<file path="src/rtl/alu_operand_stage.sv">
// alu_operand_stage: two-stage valid/ready 4-bit ALU, operand latch followed by registered result and Z/C/N/V flags
module alu_operand_stage #(
  parameter int WIDTH = 4,
  parameter int OPW   = 3
) (
  input  logic             Clk,
  input  logic             Reset_n,
  input  logic             In_Valid,
  output logic             In_Ready,
  input  logic [WIDTH-1:0] Op_A,
  input  logic [WIDTH-1:0] Op_B,
  input  logic [OPW-1:0]   Alu_Op,
  output logic             Out_Valid,
  input  logic             Out_Ready,
  output logic [WIDTH-1:0] Result,
  output logic             Flag_Z,
  output logic             Flag_C,
  output logic             Flag_N,
  output logic             Flag_V
);
  logic             s1_valid_q, s1_valid_d;
  logic [WIDTH-1:0] a_q, a_d, b_q, b_d;
  logic [OPW-1:0]   op_q, op_d;
  logic             out_valid_q, out_valid_d;
  logic [WIDTH-1:0] res_q, res_d;
  logic             z_q, z_d, c_q, c_d, n_q, n_d, v_q, v_d;
  logic             s2_free, s1_adv, acc;
  logic [WIDTH-1:0] bx, r;
  logic [WIDTH:0]   sum;
  logic             c, v;
  always_comb begin
    bx  = op_q[0] ? ~b_q : b_q;
    sum = {1'b0, a_q} + {1'b0, bx} + {{WIDTH{1'b0}}, op_q[0]};
    r   = sum[WIDTH-1:0];
    c   = sum[WIDTH];
    v   = (a_q[WIDTH-1] == bx[WIDTH-1]) && (r[WIDTH-1] != a_q[WIDTH-1]);
    // add and sub share the adder; everything else clears V and redefines C
    if (op_q[OPW-1:1] != 2'b00) begin
      c = 1'b0;
      v = 1'b0;
      case (op_q)
        3'b010:  r = a_q & b_q;
        3'b011:  r = a_q | b_q;
        3'b100:  r = a_q ^ b_q;
        3'b101:  r = ~a_q;
        3'b110:  begin r = {a_q[WIDTH-2:0], 1'b0}; c = a_q[WIDTH-1]; end
        default: begin r = {1'b0, a_q[WIDTH-1:1]}; c = a_q[0]; end
      endcase
    end
  end
  always_comb begin
    s2_free     = !out_valid_q || Out_Ready;
    s1_adv      = s1_valid_q && s2_free;
    In_Ready    = !s1_valid_q || s2_free;
    acc         = In_Valid && In_Ready;
    s1_valid_d  = acc || (s1_valid_q && !s1_adv);
    a_d         = acc ? Op_A : a_q;
    b_d         = acc ? Op_B : b_q;
    op_d        = acc ? Alu_Op : op_q;
    out_valid_d = s1_adv || (out_valid_q && !Out_Ready);
    res_d       = s1_adv ? r : res_q;
    z_d         = s1_adv ? (r == '0) : z_q;
    c_d         = s1_adv ? c : c_q;
    n_d         = s1_adv ? r[WIDTH-1] : n_q;
    v_d         = s1_adv ? v : v_q;
  end
  always_ff @(posedge Clk) begin
    if (!Reset_n) begin
      s1_valid_q  <= 1'b0;
      a_q         <= '0;
      b_q         <= '0;
      op_q        <= '0;
      out_valid_q <= 1'b0;
      res_q       <= '0;
      z_q         <= 1'b0;
      c_q         <= 1'b0;
      n_q         <= 1'b0;
      v_q         <= 1'b0;
    end else begin
      s1_valid_q  <= s1_valid_d;
      a_q         <= a_d;
      b_q         <= b_d;
      op_q        <= op_d;
      out_valid_q <= out_valid_d;
      res_q       <= res_d;
      z_q         <= z_d;
      c_q         <= c_d;
      n_q         <= n_d;
      v_q         <= v_d;
    end
  end
  assign Out_Valid = out_valid_q;
  assign Result    = res_q;
  assign Flag_Z    = z_q;
  assign Flag_C    = c_q;
  assign Flag_N    = n_q;
  assign Flag_V    = v_q;
endmodule

</file>
<file path="config.mk">
export PLATFORM = sky130hd
export DESIGN_NAME = alu_operand_stage
export DESIGN_NICKNAME = d
export VERILOG_FILES = /design/src/rtl/alu_operand_stage.sv
export SDC_FILE = /design/constraint.sdc
export NUM_CORES = 1
export LEC_CHECK = 0
export ABC_AREA = 1
export ABC_CLOCK_PERIOD_IN_PS = 1920
export CAP_MARGIN = 20
export CORE_UTILIZATION = 45
export DETAILED_ROUTE_END_ITERATION = 8
export GPL_ROUTABILITY_DRIVEN = 0
export PLACE_DENSITY_LB_ADDON = 0.05
export REMOVE_ABC_BUFFERS = 1
export SLEW_MARGIN = 20
export SYNTH_ARGS = -nofsm -noshare
export SYNTH_HDL_FRONTEND = slang
export SYNTH_SLANG_ARGS = --single-unit
</file>
<file path="constraint.sdc">
create_clock -name Clk -period 1.92 [get_ports Clk]
set_input_delay 0.192 -clock Clk [delete_from_list [all_inputs] [get_ports Clk]]
set_output_delay 0.192 -clock Clk [all_outputs]
set_load 0.01 [all_outputs]
</file>
==> impl_metrics.json <==
{
  "status": "finished clean",
  "synth-edff-count": 0,
  "finalSetupTns_ns": 0,
  "cp_max_fo": 5,
  "cts_root_buf": "clkbuf_4",
  "grt.overflow.total": 0,
  "start_util_pct": 47.8,
  "numCtsBuffers": 3,
  "hold_viol": 0,
  "leakage_nw": 0.751,
  "drt_pass1_iterations": 4,
  "placedCellCount": 240,
  "grt_max_degree": 24,
  "end_kind": "flop",
  "wl_per_cell_um": 12.4,
  "antenna_left": 0,
  "final_cell_mix": "26 x nand2_1, 24 x clkdlybuf4s50_1, 21 x nor2_1",
  "ys_ff_latch": 20,
  "hold_class": "reg -> reg",
  "die_area_um2": 3180,
  "ir_drop_v": 0.000564,
  "yosysWarnings": 0,
  "yosysTopAreaCellShare_pct": 30.1,
  "cts_setup_buffers": 0,
  "rsz0062_at_grt": "no",
  "slew_headroom_pct": 68.9,
  "maxCapViolCount": 0,
  "fp.coreArea_um2": 2780,
  "slew_violations": 0,
  "synth_flop_cell": "dfxtp_1",
  "synthTopCellsByArea": "dfxtp_1 30%, ha_1 10%, a21oi_1 7.5%, nand2_1 7.3%, o21ai_0 6.4%",
  "clk_latency_ns": 0.31,
  "muxShareOfSynthArea_pct": 0,
  "critPathKind": "reg -> reg",
  "worst_slew_pin_slew_ns": 0.466,
  "cp-start-kind": "flop",
  "hold_buffers": 0,
  "dp_hpwl_um": 2340,
  "fin_crit_ns": 1.82,
  "final_nets": 241,
  "mostFrequentLayoutCell": "nand2_1",
  "fin_area_um2": 1630,
  "viasPerCell": 5.28,
  "ys_async_sr_fraction_pct": 0,
  "cts_buffer_depth": 2,
  "grt_first_pass_wirelength_um": 5090,
  "via_count": 1289,
  "htree_levels": 1,
  "synth-seq-area-share_pct": 30.1,
  "synth_area_per_cell_um2": 7.04,
  "drc": 0,
  "dieWidth_um": 56.4,
  "fin_ws_ns": 0.0987,
  "fp-row-count": 19,
  "fmax_mhz": 549,
  "power_density_nw_per_um2": 651,
  "portBuffers": 24,
  "drive_above_1_share_pct": 15.0,
  "grt_usage_pct": 20.7,
  "dp_slack_ns": 0.108,
  "mappedNetlistArea_um2": 1330,
  "die_h_um": 56.4,
  "synth.distinct_cells": 29,
  "clk_pin_slew_ns": 0.12,
  "post-route-period-util_pct": 94.9,
  "synthSimpleGateAreaFrac_pct": 23.6,
  "antenna_cells": 0,
  "grt_pass1_vias": 1120,
  "stdcell_count": 244,
  "drt_iter0_drc": 38,
  "arrival_ns": 2.08,
  "synthAdderAreaFrac_pct": 11.9,
  "wirelength_um": 3020,
  "cts_resized": 0,
  "cts_sinks": 20,
  "synth_top_family_by_area": "simple AND/OR/NAND/NOR gates",
  "antenna_found_initial": 0,
  "clock_skew_ns": 0.00892,
  "synthXorXnorAreaFrac_pct": 2.63,
  "placed_area_um2": 1580,
  "synth_cells": 189,
  "setup_viol": 0,
  "area_growth_pct": 22.4,
  "synth_compound_area_share_pct": 19.2,
  "io_pins": 25,
  "cts_tree": "done",
  "crit_required_ns": 2.18,
  "yosys.area.top_type": "dfxtp_1"
}
-- cell type report --
type                    instances  area (um2)
well taps                      31        38.8
multi-input cells             132         773
repair buffers                 27         263
flip-flops and latches         20         402
fillers                       273        1150
clock buffers                   4        36.3
inverters                      30         115
-- report_power, final --
part / switching (W) / internal (W) / leakage, nW
clock network: 0.000140 / 0.000116 / 0.0210
logic: 0.000176 / 0.000143 / 0.564
registers: 0.0000382 / 0.000446 / 0.166
-- cells by family (layout without fill, tap and decap cells) --
kind of cell / Yosys count / after routing
adders and majority gates: 12 / 12
DFF: 20 / 20
and+or+nand+nor: 67 / 67
buffers and inverters: 37 / 61
xor gates and xnor gates: 4 / 4
AOI/OAI and AO/OA: 49 / 49
-- worst paths after layout --
check | slack (ns) | endpoint | depth (start not counted) | start
max | 0.1 | Result[2] | 11 | a_q[0]
min | 0.48 | Out_Valid | 2 | s1_valid_q
max reg2reg | 0.1 | Result[2] | 11 | a_q[0]
min reg2reg | 0.48 | Out_Valid | 2 | s1_valid_q
-- through the flow --
step / total power (W) / hold slack, ns / utilization [%]
2_1_floorplan: 0.000686 / 0.330 / -
3_3_place_gp: 0.000797 / 0.450 / 56.8
3_5_place_dp: 0.000805 / 0.462 / 56.8
4_1_cts: 0.00106 / 0.479 / 58.1
5_1_grt: 0.00113 / 0.486 / 58.5
6_report: 0.00106 / 0.478 / 58.5
-- worst max-delay path, stage by stage (launching register included) --
cell,delay [ns]
dfxtp_1,0.42
inv_2,0.09
nand2_1,0.15
nand2_1,0.09
fa_1,0.36
inv_1,0.10
o21ai_0,0.07
a21oi_1,0.20
a21oi_2,0.07
nand2_1,0.07
o211ai_1,0.10
inv_2,0.05
-- state kept, by name, summed over array words and instances, names as in the netlist --
register    flops
Flag_V          1
b_q             4
Result          4
Flag_Z          1
op_q            3
s1_valid_q      1
Out_Valid       1
Flag_C          1
a_q             4
-- synthesized netlist by cell type, types with 7 or more instances --
library cell,number
nand3_1,7
a21oi_1,20
dfxtp_1,20
o21ai_1,7
inv_1,18
nor2_1,21
nand2_1,26
ha_1,11
o21ai_0,17
inv_2,11
-- routing by layer --
layer,track usage [%],wire [um]
met3,5.07,136
met5,0,0
met2,32.0,1340
met4,7.67,57
met1,27.9,1480
(Power assumes the default switching activity.)
